### src/rtl/loader_pkg.sv
// Shared types and constants for the program loader: FSM states, frame magic
// and error cause codes.
package loader_pkg;

  typedef enum logic [2:0] {
    ST_IDLE  = 3'd0,
    ST_HDR   = 3'd1,
    ST_LOAD  = 3'd2,
    ST_CHK   = 3'd3,
    ST_DONE  = 3'd4,
    ST_ERROR = 3'd5
  } loader_state_e;

  localparam logic [15:0] LOADER_MAGIC = 16'hA5C3;

  localparam logic [1:0] ERR_NONE  = 2'b00;
  localparam logic [1:0] ERR_MAGIC = 2'b01;
  localparam logic [1:0] ERR_LEN   = 2'b10;
  localparam logic [1:0] ERR_CSUM  = 2'b11;

  // A session is the span in which stream words are consumed.
  function automatic logic in_session(input loader_state_e s);
    return (s == ST_HDR) || (s == ST_LOAD) || (s == ST_CHK);
  endfunction

endpackage

### src/rtl/loader_checksum.sv
// XOR accumulator over the payload words of an image; clear wins over en.
module loader_checksum #(
  parameter int DATA_W = 32
) (
  input  logic              clk,
  input  logic              reset,
  input  logic              clear,
  input  logic              en,
  input  logic [DATA_W-1:0] data,
  output logic [DATA_W-1:0] sum
);

  logic [DATA_W-1:0] r_sum;

  always_ff @(posedge clk or negedge reset) begin
    if (!reset) begin
      r_sum <= '0;
    end else if (clear) begin
      r_sum <= '0;
    end else if (en) begin
      r_sum <= r_sum ^ data;
    end
  end

  assign sum = r_sum;

endmodule

### src/rtl/program_loader.sv
// Writes a framed image (header, N words, XOR checksum) into instruction memory
// and keeps the core held in reset until the image is complete and verified.
module program_loader
  import loader_pkg::*;
#(
  parameter int ADDR_W = 8,
  parameter int DATA_W = 32
) (
  input  logic              clk,
  input  logic              reset,
  input  logic              start,
  input  logic              s_valid,
  input  logic [DATA_W-1:0] s_data,
  output logic              s_ready,
  output logic              imem_we,
  output logic [ADDR_W-1:0] imem_addr,
  output logic [DATA_W-1:0] imem_wdata,
  output logic              core_hold,
  output logic              busy,
  output logic              done,
  output logic              error,
  output logic [1:0]        err_code
);

  localparam int unsigned DEPTH = 2 ** ADDR_W;

  loader_state_e r_state;
  loader_state_e w_next;

  logic              r_s_ready;
  logic              r_imem_we;
  logic [ADDR_W-1:0] r_imem_addr;
  logic [DATA_W-1:0] r_imem_wdata;
  logic              r_core_hold;
  logic              r_busy;
  logic              r_done;
  logic              r_error;
  logic [1:0]        r_err_code;
  logic [ADDR_W:0]   r_count;
  logic [ADDR_W:0]   r_len;

  logic              w_accept;
  logic              w_hdr_accept;
  logic              w_load_accept;
  logic              w_enter_hdr;
  logic [15:0]       w_hdr_magic;
  logic [15:0]       w_hdr_len;
  logic              w_len_bad;
  logic [ADDR_W:0]   w_count_inc;
  logic [DATA_W-1:0] w_sum;
  logic [1:0]        w_err_next;

  assign w_accept      = s_valid && r_s_ready;
  assign w_hdr_accept  = w_accept && (r_state == ST_HDR);
  assign w_load_accept = w_accept && (r_state == ST_LOAD);
  assign w_enter_hdr   = (w_next == ST_HDR) && (r_state != ST_HDR);
  assign w_hdr_magic   = s_data[31:16];
  assign w_hdr_len     = s_data[15:0];
  assign w_len_bad     = (w_hdr_len == 16'd0) || (32'(w_hdr_len) > DEPTH);
  assign w_count_inc   = r_count + {{ADDR_W{1'b0}}, 1'b1};

  loader_checksum #(.DATA_W(DATA_W)) u_checksum (
    .clk   (clk),
    .reset (reset),
    .clear (w_enter_hdr),
    .en    (w_load_accept),
    .data  (s_data),
    .sum   (w_sum)
  );

  always_ff @(posedge clk or negedge reset) begin
    if (!reset) begin
      r_state <= ST_IDLE;
    end else begin
      r_state <= w_next;
    end
  end

  always_comb begin
    w_next     = r_state;
    w_err_next = ERR_NONE;
    case (r_state)
      ST_IDLE, ST_DONE, ST_ERROR: begin
        if (start) w_next = ST_HDR;
      end
      ST_HDR: begin
        if (w_accept) begin
          if (w_hdr_magic != LOADER_MAGIC) begin
            w_next     = ST_ERROR;
            w_err_next = ERR_MAGIC;
          end else if (w_len_bad) begin
            w_next     = ST_ERROR;
            w_err_next = ERR_LEN;
          end else begin
            w_next = ST_LOAD;
          end
        end
      end
      ST_LOAD: begin
        if (w_accept && (w_count_inc == r_len)) w_next = ST_CHK;
      end
      ST_CHK: begin
        if (w_accept) begin
          if (s_data == w_sum) begin
            w_next = ST_DONE;
          end else begin
            w_next     = ST_ERROR;
            w_err_next = ERR_CSUM;
          end
        end
      end
      default: w_next = ST_IDLE;
    endcase
  end

  // Outputs are derived from the next state so they line up with the state register.
  always_ff @(posedge clk or negedge reset) begin
    if (!reset) begin
      r_s_ready    <= 1'b0;
      r_imem_we    <= 1'b0;
      r_imem_addr  <= '0;
      r_imem_wdata <= '0;
      r_core_hold  <= 1'b1;
      r_busy       <= 1'b0;
      r_done       <= 1'b0;
      r_error      <= 1'b0;
      r_err_code   <= ERR_NONE;
      r_count      <= '0;
      r_len        <= '0;
    end else begin
      r_s_ready   <= in_session(w_next);
      r_busy      <= in_session(w_next);
      r_done      <= (w_next == ST_DONE);
      r_error     <= (w_next == ST_ERROR);
      r_core_hold <= (w_next != ST_DONE);
      r_imem_we   <= w_load_accept;

      if (w_load_accept) begin
        r_imem_addr  <= r_count[ADDR_W-1:0];
        r_imem_wdata <= s_data;
      end

      if (w_enter_hdr) begin
        r_count <= '0;
      end else if (w_load_accept) begin
        r_count <= w_count_inc;
      end

      if (w_enter_hdr) begin
        r_len <= '0;
      end else if (w_hdr_accept && (w_next == ST_LOAD)) begin
        r_len <= w_hdr_len[ADDR_W:0];
      end

      // Cause is latched on entry to ERROR and dropped as soon as ERROR is left.
      if (w_next != ST_ERROR) begin
        r_err_code <= ERR_NONE;
      end else if (r_state != ST_ERROR) begin
        r_err_code <= w_err_next;
      end
    end
  end

  assign s_ready    = r_s_ready;
  assign imem_we    = r_imem_we;
  assign imem_addr  = r_imem_addr;
  assign imem_wdata = r_imem_wdata;
  assign core_hold  = r_core_hold;
  assign busy       = r_busy;
  assign done       = r_done;
  assign error      = r_error;
  assign err_code   = r_err_code;

endmodule

### config.mk
export PLATFORM = sky130hd
export DESIGN_NAME = program_loader
export DESIGN_NICKNAME = d
export VERILOG_FILES = /design/src/rtl/loader_pkg.sv /design/src/rtl/loader_checksum.sv /design/src/rtl/program_loader.sv
export SDC_FILE = /design/constraint.sdc
export NUM_CORES = 1
export LEC_CHECK = 0
export ABC_CLOCK_PERIOD_IN_PS = 3700
export CELL_PAD_IN_SITES_DETAIL_PLACEMENT = 1
export CELL_PAD_IN_SITES_GLOBAL_PLACEMENT = 1
export CORE_MARGIN = 1.5
export CORE_UTILIZATION = 43
export DETAILED_ROUTE_END_ITERATION = 16
export PLACE_DENSITY = 0.9
export RECOVER_POWER = 25
export SETUP_SLACK_MARGIN = 0.3
export SYNTH_ARGS = -nofsm -noshare
export SYNTH_HDL_FRONTEND = slang
export SYNTH_SLANG_ARGS = --single-unit
### constraint.sdc
create_clock -name clk -period 3.7 [get_ports clk]
set_input_delay 0.74 -clock clk [delete_from_list [all_inputs] [get_ports clk]]
set_output_delay 0.74 -clock clk [all_outputs]
set_load 0.1 [all_outputs]
# --- After elaboration in Yosys (flattened, before gate mapping) ---
# Cells that the tools add are included.
totals:
  output_inout_bits: 48
  latchBits: 0
  wordCells: 69
  ramBits: 0
  regBits: 100
  mem_count: 0
  inputBits: 36
  mem_bits_ro: 0
op_classes:
  n_addsub: 1
  reduce_logical: 15
  n_lt_le_gt_ge: 1
  n_mul: 0
  n_mux: 22
  bitwise_logic: 1
  shifts: 0
  n_eq_ne: 17
  div_mod_pow: 0
op_table:
  columns: ["operator", "count"]
  rows:
  - ["$mux W32", 2]
  - ["$mux W9", 4]
  - ["$eq A32 B32 Y1", 1]
  - ["$xor A32 B32 Y32", 1]
  - ["$mux W3", 6]
  - ["$gt A16 B9 Y1 const B", 1]
  - ["$logic_not A16 Y1", 1]
  - ["$ne A16 B16 Y1 const B", 1]
  - ["$mux W2", 7]
  - ["$eq A3 B2 Y1 const B", 4]
  - ["$eq A3 B3 Y1 const B", 4]
  - ["$pmux W3 S4", 1]
  - ["$add A9 B1 Y9 const B", 1]
  - ["$eq A9 B9 Y1", 1]
  - ["$ne A3 B3 Y1 const B", 3]
  - ["$eq A3 B1 Y1 const B", 2]
  - ["$logic_and A1 B1 Y1", 6]
  - ["$reduce_bool A2 Y1", 3]
  - ["$pmux W2 S2", 1]
  - ["$logic_not A3 Y1", 1]
  - ["$logic_or A1 B1 Y1", 3]
  - ["$ne A3 B1 Y1 const B", 1]
  - ["$reduce_or A3 Y1", 1]
  - ["$mux W1", 1]

# --- Depth between registers and ports, before layout ---
# Gate-level depths: netlist of the first run.
logic_depth:
  word_depth: 10
  mapped_depth: 9

# --- Hierarchy ---
# Synthesis of the first run repeated with hierarchy kept, for this count alone.
unflattened:
  hier_cells: 526
  area_unflattened_um2: 5228.8
by_module_without_submodules:
  columns: ["mod", "seq_area_each_um2", "instances", "area_per_inst_um2", "cells_per_inst"]
  rows:
  - ["program_loader", 1702.9, 1, 3527.1, 388]
  - ["loader_checksum", 800.8, 1, 1701.6, 138]

# --- Least setup slack after synthesis of the first run ---
# No wires, ideal clock.
synth_path:
  path_type: "reg2reg"
  startpoint: "register, netlist name busy"
  endpoint: "register r_done (netlist: done)"
  setup_slack_ns: 0.982
  path_buffers: 1
  period_less_slack_ns: 2.718
  t_arrival_ns: 2.599
  path_stages_with_launch: 8
  required_time_ns: 3.581
  setup_time_ns: 0.119
  path_cell_list: "dfrtp_1 nand2_1 or4_4 buf_6 a2111o_1 a2111oi_2 nor3_1 and2_1"
synth_rtl:
  columns: ["element", "line_no", "source"]
  rows:
  - ["end signal: assignment", "program_loader.sv:133", "r_done <= (w_next == ST_DONE);"]
  - ["end: declaration", "program_loader.sv:36", "logic r_done;"]

# --- Worst setup path after layout of the first run ---
layout_path:
  startpoint: "input s_data[1]"
  endpoint: "register r_done (netlist: done)"
layout_via:
  elab_chain_len: 7
layout_rtl:
  columns: ["element", "line_no", "source"]
  rows:
  - ["start: declaration", "program_loader.sv:13", "input logic [DATA_W-1:0] s_data,"]
  - ["$gt A16 B9 Y1 or $logic_not A16 Y1 (tied branches)", "program_loader.sv:59", "assign w_len_bad = (w_hdr_len == 16'd0) || (32'(w_hdr_len) > DEPTH);"]
  - ["$logic_or A1 B1 Y1", "program_loader.sv:59", null]
  - ["$mux W3", "program_loader.sv:91", "end else if (w_len_bad) begin"]
  - ["$mux W3", "program_loader.sv:88", "if (w_hdr_magic != LOADER_MAGIC) begin"]
  - ["$mux W3", "program_loader.sv:87", "if (w_accept) begin"]
  - ["$pmux W3 S4 (*)", "program_loader.sv:82", "case (r_state)"]
  - ["$eq A3 B3 Y1 (*)", "program_loader.sv:133", null]
# Every way passes the cells marked *; elsewhere a longest branch is shown, timed or not.
# A chain may end at the register's enable or synchronous reset.

==> results of run 1 <==
==> power by group <==
| group | switching [mW] | total, mW | internal, mW |
|---|---|---|---|
| logic | 0.385 | 0.528 | 0.143 |
| clock network | 0.387 | 0.697 | 0.309 |
| registers | 0.0381 | 1.16 | 1.12 |
| total | 0.810 | 2.39 | 1.58 |
==> registers in the layout (all words and copies together) (netlist names) <==
name / flops
r_len: 9
r_count: 9
imem_wdata: 32
imem_we: 1
error: 1
err_code: 2
u_checksum.sum: 32
r_state: 3
done: 1
imem_addr: 8
core_hold: 1
busy: 1
==> area by class of cell <==
type / count / share of cell area [%]
clock buffers: 9 / 2.10
clock inverters: 7 / 1.15
inverters: 5 / 0.319
multi-input cells: 362 / 35.7
flip-flops and latches: 100 / 42.5
well taps: 140 / 2.97
repair buffers: 90 / 15.3
==> final timing paths <==
check | startpoint | endpoint | slack, ns
setup / recovery | s_data[1] | done | 0.85
hold / removal | imem_wdata[28] | imem_wdata[28] | 0.48
setup reg to reg | r_count[2] | done | 1.28
hold reg to reg | imem_wdata[28] | imem_wdata[28] | 0.48
max in group asynchronous | reset | u_checksum.sum[19] | 1.01
min in group asynchronous | reset | r_count[4] | 1.00
==> synth_stat cells (2+ instances only) <==
| master | n | share of area (%) |
|---|---|---|
| and4b_1 | 2 | 0.42 |
| xnor2_1 | 39 | 7.2 |
| nand2b_1 | 2 | 0.27 |
| a21oi_1 | 4 | 0.42 |
| buf_2 | 5 | 0.53 |
| nand3_1 | 6 | 0.64 |
| mux2i_1 | 9 | 1.9 |
| a211oi_1 | 3 | 0.48 |
| o21ai_0 | 4 | 0.42 |
| nand3b_1 | 2 | 0.32 |
| xor2_1 | 41 | 7.6 |
| nand4_1 | 12 | 1.6 |
| nor2_1 | 58 | 4.6 |
| dfrtp_1 | 99 | 53 |
| nor3_1 | 6 | 0.64 |
| inv_1 | 4 | 0.32 |
| clkbuf_1 | 15 | 1.2 |
| buf_4 | 2 | 0.32 |
| nor4_1 | 6 | 0.80 |
| o21a_1 | 2 | 0.32 |
| nand2_1 | 136 | 11 |
| nor4b_1 | 2 | 0.37 |
| nor2b_1 | 2 | 0.27 |
| and3_1 | 2 | 0.27 |
| and4_1 | 2 | 0.37 |
==> worst max-delay path, stage by stage <==
cell and delay (ns):
clkdlybuf4s50_1 0.51, nor4_1 0.44, a21boi_0 0.20, nor4_1 0.54
o21bai_1 0.15, nor3_1 0.37, and2_1 0.19
==> cell families after synthesis <==
family	Yosys count	share of synthesized area, %
flip-flops	100	53.1
multiplexers	9	1.91
adder cells (fa/ha/maj)	1	0.265
AND/OR/NAND/NOR	245	22.6
AO/OA/AOI/OAI	26	4.11
buffers and inverters	28	2.68
XOR/XNOR	81	15.3
==> layer usage <==
metal | wire length, um | global-route usage [%] | vias to the layer above
li1 | - | - | 1744
met4 | 182 | 6.39 | 0
met1 | 5660 | 30.3 | 1910
met3 | 388 | 3.57 | 12
met2 | 6790 | 42.0 | 84
met5 | 0 | 0 | -
==> per-stage QoR <==
step	hold WS [ns]	util, %	area, um2	setup WS, ns	total power [mW]
floorplan	0.444	-	4720	0.982	1.51
global placement	0.457	53.1	5700	0.627	1.70
detailed placement	0.471	53.1	5700	0.518	1.71
CTS	0.340	54.9	5890	0.913	2.42
global route	0.521	54.8	5890	0.476	2.48
finish	0.484	54.8	5890	0.854	2.39
==> results_dict.tcl, run 1 <==
set metrics [dict create \
    insertion_delay_ns 0.37 \
    min_path_cells 2 \
    fill_cells 1244 \
    powerDensity_mw_per_mm2 405 \
    clockBufferDepth 2 \
    maxCapViolCount 1 \
    cts_inserted_buffers 9 \
    root_buffer "clkbuf_8" \
    setup_viol 0 \
    drive_gt1_share_pct 5.41 \
    postCtsHoldBufs 0 \
    cp-end-kind "flop" \
    numPlacedInstances 697 \
    tightest_slew_ns 2.17 \
    tritoncts "built" \
    rsz0062_at_grt "no" \
    die_x_um 108 \
    core_mm2 0.0107 \
    ff_latch_area_mm2 0.00250 \
    critical_path_class "input port to flop" \
    die-area_mm2 0.0116 \
    antenna_found_initial 0 \
    synthFlopType "dfrtp_1" \
    layout_commonest_cell "nand2_1" \
    synth.distinct_cells 50 \
    cts_resized 0 \
    relSlewSlack_pct -44.6 \
    synth_nets 527 \
    hold_class "flop to flop" \
    grt_pass1_wl_um 20900 \
    period_minus_slack_ns 2.85 \
    period_share_pct 76.9 \
    worstPathArrival_ns 3.15 \
    drt_pre_antenna_iters 4 \
    vias 3750 \
    drt-total-wl_um 13000 \
    syn_inst 490 \
    avgSynthCellArea_um2 9.63 \
    yosysSeqAreaShare_pct 53.1 \
    yosys_warnings 0 \
    rows 38 \
    nets 605 \
    io_pins 84 \
    reg2regPathDepth 6 \
    synthArstFlopShare_pct 100 \
    synth-edff-count 0 \
    clock_sinks 100 \
    ant_nets 0 \
    antenna_cells 0 \
    io_buffers 83 \
    dp_hpwl_um 9570 \
    postCtsSetupBuffers 0 \
    drt_drc_violations_left 0 \
    first_iter_violations 149 \
    finalSetupTns_ns 0 \
    post_drt_wl_per_cell_um 18.3 \
    grt_max_degree 44 \
    violations "capacitance limit, slew limit" \
    worst_setup_path_start_kind "input port" \
    routabilityCongestion 0.821 \
    first_global_vias 4060 \
    hold_viol_final 0 \
    multi_input_area_mm2 0.00210 \
    dieHeight_um 108 \
    htreeDepth 3 \
    synth_area_mm2 0.00472 \
    grt_util_all_layers_pct 23.7 \
    path_max_fanout 4 \
    clkTransAtPathRegs_ns 0.09 \
    grt_remaining_overflow 0 \
    via_per_inst 5.26 \
    fin_skew_ns 0.0114 \
    cp.required_ns 4.00 \
    final_max_slew_viol_count 41 \
    finalNonFillerCells 713 \
    final_cell_mix "nand2_1 (136), dfrtp_1 (99), clkdlybuf4s50_1 (82)" \
    status "complete, but fails checks" \
    p_leak_nw 2.83 \
    vdd_drop_max_mv 0.250 \
    ys_ff_latch 100 \
    fmax_mhz 351 \
    start_util_pct 43.9 \
    area_delta_synth_final_pct 24.8 \
]
(Power assumes the default switching activity.)
==> run 2, diff against run 1 <==
ABC_CLOCK_PERIOD_IN_PS = 2400   (was 3700)
CORE_UTILIZATION = 36   (was 43)
PLACE_DENSITY = 0.81   (was 0.9)
clock period = 2.4 ns   (was 3.7 ns; I/O delays follow)
==> run 2 against run 1 <==
The flow now finishes without violations. Clock-buffer cell count is 1 higher. Cell count is 13% higher. Clock power is 99% higher. Core utilization is 2.9 points lower. Largest power group unchanged. Sequential cell count stayed put. Critical endpoint unchanged. Largest cell class unchanged. Combinational power is 85% higher. Register-to-register slack worse by 0.99 ns. Total power is 74% higher. Sequential share of layout area is 4.4 points lower. Clock skew is 0.0050 ns lower. Global-route usage is 2.6 points lower. Critical path depth is 1 lower.
==> results_dict.tcl, run 2 (same netlist as run 1, synthesis figures left out) <==
set metrics [dict create \
    setup_viol 0 \
    start_util_pct 37.1 \
    nets 663 \
    period_minus_slack_ns 2.11 \
    rsz0062_at_grt "yes" \
    cp.required_ns 2.65 \
    p_leak_nw 3.43 \
    htreeDepth 3 \
    worstSetupStartpoint "r_state[1]" \
    io_buffers 83 \
    fin_util_pct 51.9 \
    relSlewSlack_pct 36.8 \
    area_delta_synth_final_pct 39.9 \
    antenna_found_initial 1 \
    die-area_mm2 0.0138 \
    grt_max_degree 65 \
    drt-total-wl_um 14300 \
    dp_hpwl_um 9640 \
    maxCapViolCount 0 \
    hold_class "input port to async pin" \
    first_iter_violations 112 \
    root_buffer "clkbuf_16" \
    period_share_pct 88.0 \
    final_cell_mix "nand2_1 (133), buf_4 (107), dfrtp_1 (92)" \
    critical_path_class "flop to flop" \
    ant_nets 0 \
    die_x_um 117 \
    powerDensity_mw_per_mm2 629 \
    path_max_fanout 5 \
    worst_setup_path_start_kind "flop" \
    grt_util_all_layers_pct 21.1 \
    status "complete, no violations" \
    cp-end-kind "flop" \
    finalSetupTns_ns 0 \
    clkTransAtPathRegs_ns 0.07 \
    fin_skew_ns 0.00642 \
    layout_commonest_cell "nand2_1" \
    antenna_cells 0 \
    insertion_delay_ns 0.35 \
    first_global_vias 4468 \
    fill_cells 1483 \
    grt_pass1_wl_um 23100 \
    tightest_slew_ns 0.948 \
    drt_drc_violations_left 0 \
    clockBufferDepth 2 \
    finalNonFillerCells 803 \
    grt_remaining_overflow 0 \
    clock_sinks 100 \
    dieHeight_um 117 \
    routabilityCongestion 0.840 \
    post_drt_wl_per_cell_um 17.8 \
    tritoncts "built" \
    r2r_start "r_state[1]" \
    final_max_slew_viol_count 0 \
    hold_viol_final 0 \
    worstPathArrival_ns 2.37 \
    total_power_mw 4.15 \
    rows 41 \
    io_pins 84 \
    cts_inserted_buffers 9 \
    fmax_mhz 473 \
    drt_pre_antenna_iters 4 \
    vias 4019 \
    drive_gt1_share_pct 26.5 \
    reg2regPathDepth 6 \
    core_mm2 0.0127 \
    vdd_drop_max_mv 0.330 \
    via_per_inst 5.00 \
    numPlacedInstances 770 \
]
==> run 2: worst max-delay path, cell delays in order, from the launching register on <==
cell	delay, ns
dfrtp_2	0.39
inv_4	0.05
or4_4	0.56
a2111o_1	0.45
a2111oi_4	0.30
nor3_4	0.09
and2_4	0.17
==> run 2: through the flow <==
step | hold slack (ns) | worst slack (ns) | instance area, um2
floorplan | 0.184 | 0.270 | 4730
global placement | 0.464 | -0.332 | 5960
detailed placement | 0.465 | -0.423 | 5960
CTS | 0.107 | 0.293 | 6470
global route | 0.328 | 0.217 | 6600
finish | 0.258 | 0.287 | 6600
==> run 2: final timing paths <==
path	slack, ns	to
max	0.29	done
min	0.26	error
max reg2reg	0.29	done
min reg2reg	0.48	imem_addr[0]
max in group asynchronous	0.61	r_state[1]
min in group clk	0.48	imem_addr[0]
==> run 2: power breakdown <==
group,total (mW),internal (mW),switching (mW)
logic,0.975,0.300,0.675
clock network,1.39,0.713,0.678
registers,1.79,1.74,0.0430
==> run 2: per-layer routing <==
layer | up-vias | part of all wire, % | wire, um | GRT usage (%)
li1 | 1867 | - | - | -
met1 | 2037 | 42 | 6080 | 25.7
met2 | 85 | 51 | 7310 | 36.7
met3 | 28 | 3.8 | 547 | 4.22
met4 | 2 | 2.7 | 382 | 8.84
met5 | - | 0.10 | 15 | 0
==> run 2: final cells by class <==
cell class	instances	area [um2]	share of cell area (%)
Timing Repair Buffer	148	1250	18.9
Inverter	5	25.0	0.379
Clock buffer	10	229	3.47
Sequential cell	100	2510	38.1
Multi-Input combinational cell	362	2320	35.1
Tap cell	172	215	3.26
Clock inverter	6	47.5	0.721
==> run 2: repair_timing <==
action                                  4_1_cts  5_1_grt
buffers inserted                              7        9
resized for setup                            58       20
cloned                                        1        0
endpoints found under the setup margin       36       21
hold buffers                                  0        0
pin swaps                                    15        8
==> run 3, diff against run 2 <==
SLEW_MARGIN = 0   (was unset)
==> results of run 3 <==
The final DEF is identical to that of run 2; final timing and power are the same.
